<file path="src/rtl/ifu_pc_fetch.sv">
// ifu_pc_fetch
//
// Instruction fetch unit. This block owns the architectural PC. For each
// instruction it does the following, in order:
//   1. Issue one instruction-memory read through a valid/ready request
//      channel.
//   2. Capture the response word.
//   3. Present the word to decode.
//   4. Wait for execute to commit the next PC.
// A committed PC that is not word-aligned parks the unit in a terminal error
// state. Only reset leaves that state.
//
// Ports:
//   clk              clock; all state updates on the rising edge
//   rst              synchronous active-low reset (0 = reset)
//   imem_req_valid   fetch request valid (held until accepted)
//   imem_req_ready   memory accepts the request
//   imem_addr        fetch address, always equal to pc_out
//   imem_resp_valid  response word valid
//   imem_resp_data   fetched instruction word
//   inst             instruction presented to decode
//   inst_valid       inst holds a valid instruction
//   inst_ready       decode consumes inst
//   pc_out           current PC
//   pc_in            next PC from execute
//   pc_w_en          execute commits pc_in
//   fetch_err        sticky flag: a misaligned pc_in was committed
//   fetch_cnt        number of committed instructions (wraps silently)
module ifu_pc_fetch #(
  parameter int unsigned            ISA_WIDTH = 32,
  parameter logic [ISA_WIDTH-1:0]   RESET_PC  = 32'h8000_0000
) (
  input  logic                 clk,
  input  logic                 rst,
  output logic                 imem_req_valid,
  input  logic                 imem_req_ready,
  output logic [ISA_WIDTH-1:0] imem_addr,
  input  logic                 imem_resp_valid,
  input  logic [ISA_WIDTH-1:0] imem_resp_data,
  output logic [ISA_WIDTH-1:0] inst,
  output logic                 inst_valid,
  input  logic                 inst_ready,
  output logic [ISA_WIDTH-1:0] pc_out,
  input  logic [ISA_WIDTH-1:0] pc_in,
  input  logic                 pc_w_en,
  output logic                 fetch_err,
  output logic [ISA_WIDTH-1:0] fetch_cnt
);

  typedef enum logic [2:0] {
    REQ  = 3'd0,
    WAIT = 3'd1,
    HOLD = 3'd2,
    EXEC = 3'd3,
    ERR  = 3'd4
  } state_t;

  state_t state;

  // Word alignment of a committed target.
  function automatic logic is_aligned(input logic [ISA_WIDTH-1:0] addr);
    return (addr[1:0] == 2'b00);
  endfunction

  always_ff @(posedge clk) begin
    if (!rst) begin
      state     <= REQ;
      pc_out    <= RESET_PC;
      inst      <= '0;
      fetch_err <= 1'b0;
      fetch_cnt <= '0;
    end else begin
      case (state)
        // Responses seen here are ignored. A response that arrives after a
        // reset belongs to a request issued before the reset.
        REQ: begin
          if (imem_req_ready) state <= WAIT;
        end
        WAIT: begin
          if (imem_resp_valid) begin
            inst  <= imem_resp_data;
            state <= HOLD;
          end
        end
        HOLD: begin
          if (inst_ready) state <= EXEC;
        end
        // Leaving EXEC on the commit edge means a held pc_w_en commits
        // only once. The unit ignores pc_w_en in every other state.
        EXEC: begin
          if (pc_w_en) begin
            pc_out    <= pc_in;
            fetch_cnt <= fetch_cnt + ISA_WIDTH'(1);
            if (is_aligned(pc_in)) begin
              state <= REQ;
            end else begin
              fetch_err <= 1'b1;
              state     <= ERR;
            end
          end
        end
        ERR: begin
          state <= ERR;
        end
        default: begin
          state <= ERR;
        end
      endcase
    end
  end

  // Outputs are decodes of registered state only. No input reaches an
  // output combinationally. Because pc_out only moves in EXEC, the address
  // is stable for as long as a request is pending.
  assign imem_req_valid = (state == REQ);
  assign inst_valid     = (state == HOLD);
  assign imem_addr      = pc_out;

endmodule

</file>
<file path="config.mk">
export PLATFORM = sky130hd
export DESIGN_NAME = ifu_pc_fetch
export DESIGN_NICKNAME = d
export VERILOG_FILES = /design/src/rtl/ifu_pc_fetch.sv
export SDC_FILE = /design/constraint.sdc
export NUM_CORES = 1
export LEC_CHECK = 0
export CORE_MARGIN = 3
export CORE_UTILIZATION = 41
export CTS_CLUSTER_DIAMETER = 100
export DETAILED_ROUTE_END_ITERATION = 10
export PLACE_DENSITY = 0.81
export SETUP_SLACK_MARGIN = 0.05
export SLEW_MARGIN = 25
export SYNTH_ARGS = -nofsm -noshare
export SYNTH_HDL_FRONTEND = slang
export SYNTH_SLANG_ARGS = --single-unit
</file>
<file path="constraint.sdc">
create_clock -name clk -period 2.08 [get_ports clk]
set_input_delay 0.416 -clock clk [delete_from_list [all_inputs] [get_ports clk]]
set_output_delay 0.416 -clock clk [all_outputs]
set_load 0.01 [all_outputs]
</file>
# ---- Word level (Yosys, flattened, before mapping)
# Cells that the tools add are included.
dict set report classes {
  add_sub_neg 1
  n_eq_ne 7
  n_bitwise 1
  muxes 6
  reduce_logical 6
}
# op count
set ops {}
lappend ops {{32-bit by 1-bit adder with 32-bit output, second input constant} 1}
lappend ops {{3-bit 2-to-1 mux} 5}
lappend ops {{3-bit one-hot mux with 4 select lines} 1}
lappend ops {{3-bit by 2-bit equality test with 1-bit output, second input constant} 2}
lappend ops {{2-bit by 1-bit != test with 1-bit output, second input constant} 2}
lappend ops {{2-bit != test, second input constant} 2}
lappend ops {{2-bit AND reduction} 2}
lappend ops {{4-bit AND reduction} 1}
lappend ops {{3-bit by 1-bit equality test with 1-bit output, second input constant} 1}
lappend ops {{3-bit logical NOT} 1}
lappend ops {{3-bit AND reduction} 1}
lappend ops {{2-bit logical NOT} 1}
lappend ops {{1-bit NOT} 1}
dict set report word_totals {
  out_inout_bits 131
  inputBits 70
  regBits 100
}

# ---- Longest topological paths before layout
# Gate-level depths: netlist of run 1.
dict set report logic_depth {
  ltp_word 4
  mapped_depth 7
  mapped_depth_nobuf 5
}

# ---- Worst setup path before layout of run 1
# OpenSTA, ideal clock, no wires.
dict set report synth_path {
  path_type {reg2reg}
  start {register fetch_cnt[0]}
  end {register fetch_cnt[14]}
  stages_incl_launch_ff 7
  arrival_time_ps 1854
  t_required_ps 2010
  setup_slack_ps 156
  setup_time_ps 70
  cell_sequence {dfxtp_1 ha_1 nand3_1 or4_1 clkbuf_1 or3_1 a21oi_1}
}
dict set report synth_via {
  elab_chain_cells 1
}
# element line_no
set synth_lines {}
lappend synth_lines {{start: declaration} 47} ;# output logic [ISA_WIDTH-1:0] fetch_cnt
lappend synth_lines {{start signal: assignment} 93} ;# fetch_cnt <= fetch_cnt + ISA_WIDTH'(1);
lappend synth_lines {{32-bit by 1-bit adder with 32-bit output} 93}
# Every way passes these cells.
# A chain may end at the register's enable or synchronous reset.

# ---- Worst setup path after layout of run 1
dict set report layout_path {
  start {register fetch_cnt[0]}
  end {register fetch_cnt[26]}
}
# The elaborated chain is that of the path after synthesis.

==> key figures, run 1 <==
STA
  – Slew HR: between 70% and 80%
  – Clk_skew: between 0.015 and 0.02 ns
  – Setup-failing EPs final: 0
  – Fmax: between 500 and 600 MHz
  – Max Slew Vio Count: 0
  – Final hold violations: 0
  – Fin crit share: 93.8%
  – Final worst-path setup slack: between 0.1 and 0.15 ns
  – Unrepaired setup endpoints after global routing: false
  – Worst Tran Pin Value: between 0.3 and 0.4 ns
  – Fin crit period: a little under 2 ns

Logic synthesis
  – Synth Register Bits: 100
  – Cell accounting for the most synthesized area: dfxtp_1
  – Ranking of synthesized cells by area: dfxtp_1 (48%), nand2_1 (13%), a21oi_1 (10%), buf_4 (6.0%), clkbuf_1 (2.3%)
  – Yosys warnings: 0
  – Top cell type's share of synthesized area: ~48%
  – Main synth FF type: dfxtp_1
  – Mapped Cells: roughly 520
  – Ys async rst share: 0%
  – Sequential area share after synthesis: 48.1%
  – Cell variety after synth: 37
  – Syn Nets: just under 600
  – Cell area after synthesis: about 4200 um^2
  – Post-synth EDFFs: 0
  – Syn avg cell area: 7.97 um^2

CTS
  – Later-pin clock latency in the skew report: 0.37 ns
  – CTS Buf Count: 9
  – # hold bufs at CTS: 0
  – Clock Path Buffers: 2
  – TritonCTS clock tree: built
  – Clk root buf: clkbuf_8
  – Sink Count: 100
  – Clock-pin slew of the registers on the worst-case setup and hold paths: around 0.10 ns
  – # H-tree levels: 3

Placed design
  – Port buffer count: 200
  – Inst Count DP: a little over 800
  – Routability cong.: ~0.78
  – HPWL after DPL: a little over 9000 um
  – Pre-CTS setup slack: -0.448 ns

Power and ir drop
  – Power per cell area: between 500 and 600 nW/um^2
  – Pleak: about 2.2 nW
  – VDD IR max: 0.000325 V

Min path
  – Hold WC Path Type: register to register
  – Hold endpoint: inst[4]$_SDFFE_PN0P_
  – Hold path depth: 2
  – Hold Crit Start: inst[4]$_SDFFE_PN0P_

Detailed routing
  – Vias/cell: ~5.0
  – Starting DRT DRC Count: between 200 and 250
  – Vias: 4209
  – DRC violations left: 0
  – Post-route ant nets: 0
  – Post-DR wirelength/cell: 15.0 um
  – DR pass1 iterations: 4
  – Drt total wl: 12600 um

Layout
  – Register Area: approximately 2000 um^2
  – Area grow syn2layout: 54.6%
  – Layout cells sized above 1: under 10%
  – Area occupied by multi-input gates: 1780 um^2
  – Final Net Count: 772
  – Post-Layout Cell Count: ~840
  – Antenna cells: 0
  – Most common cell after layout, fill and taps aside: clkdlybuf4s50_1
  – Final core utilization: 65.5%
  – Commonest non-fill, non-tap cells in the layout: clkdlybuf4s50_1 (197), nand2_1 (148), dfxtp_1 (98), a21oi_1 (84), buf_4 (29)
  – Filler cells: roughly 850

Critical path
  – RR Startpoint: fetch_cnt[0]$_SDFFE_PN0P_
  – CP required: around 2.4 ns
  – R2R setup slack: about 0.13 ns
  – Setup crit end kind: register
  – CP Launch Type: register
  – Crit path max fanout: 13
  – WP data arrival: between 2 and 2.5 ns
  – Crit path kind: register to register
  – Reg2reg end: fetch_cnt[26]$_SDFFE_PN0P_
  – Worst-case reg-to-reg path depth: 6

Floorplanning
  – IO Pins: approximately 200
  – Die Area: ~11000 um^2
  – Starting Density: a little over two fifths
  – Die W: approximately 110 um
  – # rows: 36
  – Die span in y: 107 um
  – Core area: ~9800 um^2

Global routing
  – Number of global-route vias before repair: between 4000 and 5000
  – Global route total overflow: 0
  – Pin count of the biggest net entering global routing: 62
  – Global-route wire length before repair: 20300 um
  – Initial antenna violation count: 0
  – GRT Overall Usage: a little over a fifth

Flow run
  – Max Cap Viol: 0

Outcome
  – Outcome: completed
[critical path, cell delays in order, from the launching register on]
cell and delay, ns:
dfxtp_2 0.40, ha_1 0.18, nand3_1 0.12, or4_4 0.44
buf_6 0.16, or4_1 0.42, a21oi_1 0.17
[final cells by class]
cell class / count / area share (%)
tap: 133 / 2.59
inverter: 7 / 0.409
clock buffer: 9 / 1.93
multi-input combinational: 351 / 27.7
timing repair buffer: 232 / 35.3
clock inverter: 7 / 0.895
sequential: 100 / 31.2
[through the flow]
stage	power [W]	hold WS (ns)	instance area, um^2	TNS [ns]
4_1_cts	0.00357	0.462	6420	0
3_3_place_gp	0.00240	0.441	6220	-5.40
3_5_place_dp	0.00241	0.447	6220	-6.90
5_1_grt	0.00367	0.480	6430	0
2_1_floorplan	0.00215	0.481	4160	0
6_report	0.00353	0.458	6430	0
[synth_stat cells (5+ instances only)]
cell / number
a21oi_1: 85
buf_4: 33
clkbuf_1: 26
dfxtp_1: 100
inv_1: 6
mux2i_1: 5
nand2_1: 148
nand3_1: 12
nand4_1: 12
nor2_1: 14
o21ai_1: 11
o31ai_1: 7
or3_1: 11
or4_1: 10
xor2_1: 6
[power breakdown]
group / switching [W] / leakage, nW / internal (W)
Clock: 0.000719 / 0.0881 / 0.000452
Sequential: 0.0000208 / 0.809 / 0.00195
Combinational: 0.000162 / 1.29 / 0.000225
[how the worst max path moves through the flow]
stage                                    from                    endpoint  slack [ns]  depth (start not counted)
global placement                      pc_w_en  fetch_cnt[31]$_SDFFE_PN0P_       -0.39                          5
global route        fetch_cnt[6]$_SDFFE_PN0P_  fetch_cnt[26]$_SDFFE_PN0P_        0.07                          5
detailed placement                    pc_w_en  fetch_cnt[31]$_SDFFE_PN0P_       -0.45                          5
floorplan           fetch_cnt[0]$_SDFFE_PN0P_  fetch_cnt[14]$_SDFFE_PN0P_        0.16                          6
CTS                 fetch_cnt[0]$_SDFFE_PN0P_  fetch_cnt[26]$_SDFFE_PN0P_        0.11                          6
finish              fetch_cnt[0]$_SDFFE_PN0P_  fetch_cnt[26]$_SDFFE_PN0P_        0.13                          6
[per-layer routing]
layer	track usage, %	routed length, um	up-vias
met3	6.62	1120	12
met5	0	0	-
met4	6.48	142	0
met2	38.3	6160	173
met1	25.2	5190	1937
li1	-	-	2087
[registers in the layout, summed over array words and instances, names as in the netlist]
| signal | flops |
|---|---|
| state | 3 |
| imem_addr | 32 |
| fetch_cnt | 32 |
| fetch_err | 1 |
| inst | 32 |
[logic make-up after synthesis]
family | count (synthesis) | share of synthesized area, %
compound gates | 107 | 13.5
xor+xnor | 7 | 1.47
fa+ha+maj | 1 | 0.301
buf+inv | 71 | 9.51
flops | 100 | 48.1
mux | 5 | 1.20
simple gates | 231 | 25.9
[what timing repair did]
action,in CTS,in global routing
gates resized for setup,9,2
setup endpoints to repair,14,4
pin swaps,1,1
setup buffers,0,1
Note: power is estimated with default switching activity, not from simulation.
==> run 2, diff against run 1 <==
--- a/constraint.sdc
+++ b/constraint.sdc
@@ -3,2 +3,2 @@
 set_output_delay 0.416 -clock clk [all_outputs]
-set_load 0.01 [all_outputs]
+set_load 0.02 [all_outputs]
==> key figures, run 2 (same netlist as run 1, synthesis figures left out) <==
Floorplanning
  – Die Area: 11400 um^2 (unchanged)
  – Starting Density: 42.3% (unchanged)
  – Die W: 107 um (unchanged)
  – Core area: 9820 um^2 (unchanged)
  – IO Pins: 201 (unchanged)
  – Die span in y: 107 um (unchanged)
  – # rows: 36 (unchanged)

Critical path
  – Buffer and inverter count on the worst path: 1 (unchanged)
  – Crit path max fanout: 13 (unchanged)
  – CP Launch Type: register
  – Crit path depth: 6 (unchanged)
  – Worst setup path startpoint: fetch_cnt[0]$_SDFFE_PN0P_
  – RR Startpoint: fetch_cnt[0]$_SDFFE_PN0P_
  – Setup crit end kind: register
  – Reg2reg end: fetch_cnt[26]$_SDFFE_PN0P_
  – Critical path, cell by cell: ha_1 > nand3_1 > or4_4 > buf_6 > or4_1 > a21oi_1
  – R2R setup slack: 0.13 ns (about the same)
  – Worst Setup EP: fetch_cnt[26]$_SDFFE_PN0P_
  – CP max stage cell: or4_4
  – Crit path kind: register to register
  – Slowest cell delay on critical path: 0.44 ns (about the same)
  – WP data arrival: 2.24 ns (about the same)
  – CP required: 2.37 ns (about the same)
  – Worst-case reg-to-reg path depth: 6 (unchanged)
  – Worst path top cell family by delay: simple AND/OR/NAND/NOR gates

STA
  – Final hold violations: 0 (unchanged)
  – Worst Tran Pin Value: 0.371 ns (-0.0000529 ns)
  – Fin crit period: 1.95 ns (-0.00000200 ns)
  – Setup-failing EPs final: 0 (unchanged)
  – Fmax: 512 MHz (about the same)
  – Max Slew Vio Count: 0 (unchanged)
  – Slew HR: 75.2% (about the same)
  – Fin crit share: 93.8% (about the same)
  – Clk_skew: 0.0199 ns (unchanged)
  – Unrepaired setup endpoints after global routing: false
  – Worst Hold Slack: 0.458 ns (unchanged)

Global routing
  – GRT Overall Usage: 21.7% (+0.026 points)
  – Met2 usage: 38.5% (+0.18 points)
  – Global route total overflow: 0 (unchanged)
  – Global-route wire length before repair: 20300 um (+0.17%)
  – Number of global-route vias before repair: 4098 (-0.12%)
  – Met1 Use GR: 25.3% (+0.076 points)
  – Pin count of the biggest net entering global routing: 62 (unchanged)
  – Initial antenna violation count: 0 (unchanged)
  – GR Util met3: 6.62% (unchanged)
  – Most used routing layer: met2

Layout
  – Final Net Count: 772 (unchanged)
  – Layout cells sized above 1: 8.50% (unchanged)
  – Final instance area: 6430 um^2 (about the same)
  – Commonest non-fill, non-tap cells in the layout: clkdlybuf4s50_1 (197), nand2_1 (148), dfxtp_1 (98), a21oi_1 (84), buf_4 (29)
  – Final core utilization: 65.5% (about the same)
  – Most common cell after layout, fill and taps aside: clkdlybuf4s50_1
  – Area grow syn2layout: 54.6% (about the same)
  – Antenna cells: 0 (unchanged)

Power and ir drop
  – Pleak: 2.18 nW (-0.15%)
  – Power per cell area: 553 nW/um^2 (+0.86%)
  – Final Power: 0.00356 W (+0.88%)
  – VDD IR max: 0.000325 V (about the same)

Detailed routing
  – Post-route ant nets: 0 (unchanged)
  – Vias: 4209 (unchanged)
  – Post-DR wirelength/cell: 15.0 um (unchanged)
  – Starting DRT DRC Count: 225 (unchanged)
  – DRC violations left: 0 (unchanged)
  – Vias/cell: 5.02 (unchanged)
  – Drt total wl: 12600 um (unchanged)
  – DR pass1 iterations: 4 (unchanged)

CTS
  – # H-tree levels: 3 (unchanged)
  – TritonCTS clock tree: built
  – Sink Count: 100 (unchanged)
  – Clock Path Buffers: 2 (unchanged)
  – Later-pin clock latency in the skew report: 0.37 ns (about the same)
  – Clk root buf: clkbuf_8
  – CTS Buf Count: 9 (unchanged)
  – Clock-pin slew of the registers on the worst-case setup and hold paths: 0.10 ns (about the same)

Min path
  – Hold Crit Start: inst[4]$_SDFFE_PN0P_
  – Hold WC Path Type: register to register

Placed design
  – Port buffer count: 200 (unchanged)
  – HPWL after DPL: 9360 um (unchanged)
  – Placed instance area: 6220 um^2 (unchanged)
  – Routability cong.: 0.783 (unchanged)

Flow run
  – Max Cap Viol: 0 (unchanged)

Outcome
  – Outcome: completed
## run 2: cell types whose count changed in the layout (fill, tap and decap cells not counted), sizes merged
cell,previous run,this run
clkdlybuf4s15,0,1
dlygate4sd2,3,2
## run 2: repair_timing
item	4_1_cts	5_1_grt
buffers inserted	0	1
pin swaps	1	1
gates resized for setup	9	3
setup endpoints to repair	14	5
hold buffers	0	0
## run 2: area by class of cell
cell class / instances / area, um^2
inverter: 7 / 26.3
multi-input combinational: 351 / 1780
clock inverter: 7 / 57.6
tap: 133 / 166
timing repair buffer: 232 / 2270
clock buffer: 9 / 124
fill: 850 / 3390
sequential: 100 / 2000
## run 2: stage by stage
stage                     TNS [ns]  setup WS [ns]  instances
after global placement       -5.40         -0.394        822
after CTS                        0          0.107        838
after floorplan                  0         0.0665        522
after global routing             0         0.0512        839
after detailed placement     -6.90         -0.448        822
final                            0          0.128        839
## run 2: worst register-to-register path, cell delays in order (launching register included)
cell and delay, ns:
dfxtp_2 0.40, ha_1 0.19, nand3_1 0.12, or4_4 0.44
buf_6 0.16, or4_1 0.42, a21oi_1 0.17
## run 2: power by group
| part | switching [W] | leakage (nW) | internal (W) |
|---|---|---|---|
| registers | 0.0000208 | 0.809 | 0.00195 |
| logic | 0.000193 | 1.29 | 0.000225 |
| clock network | 0.000719 | 0.0881 | 0.000452 |
| total | 0.000932 | 2.18 | 0.00263 |
## run 2: how the worst min path moves through the flow
stage,to,cells after the start
floorplan,state[2]$_SDFFE_PN0P_,2
global placement,inst[3]$_SDFFE_PN0P_,2
detailed placement,inst[25]$_SDFFE_PN0P_,2
CTS,inst[4]$_SDFFE_PN0P_,2
global route,inst[0]$_SDFFE_PN0P_,2
finish,inst[4]$_SDFFE_PN0P_,2
## run 2: per-layer routing
layer / routed length, um / vias up / part of all wire [%]
met2: 6160 / 173 / 49
li1: - / 2087 / -
met5: 0 / - / 0
met4: 142 / 0 / 1.1
met1: 5190 / 1937 / 41
met3: 1120 / 12 / 8.9
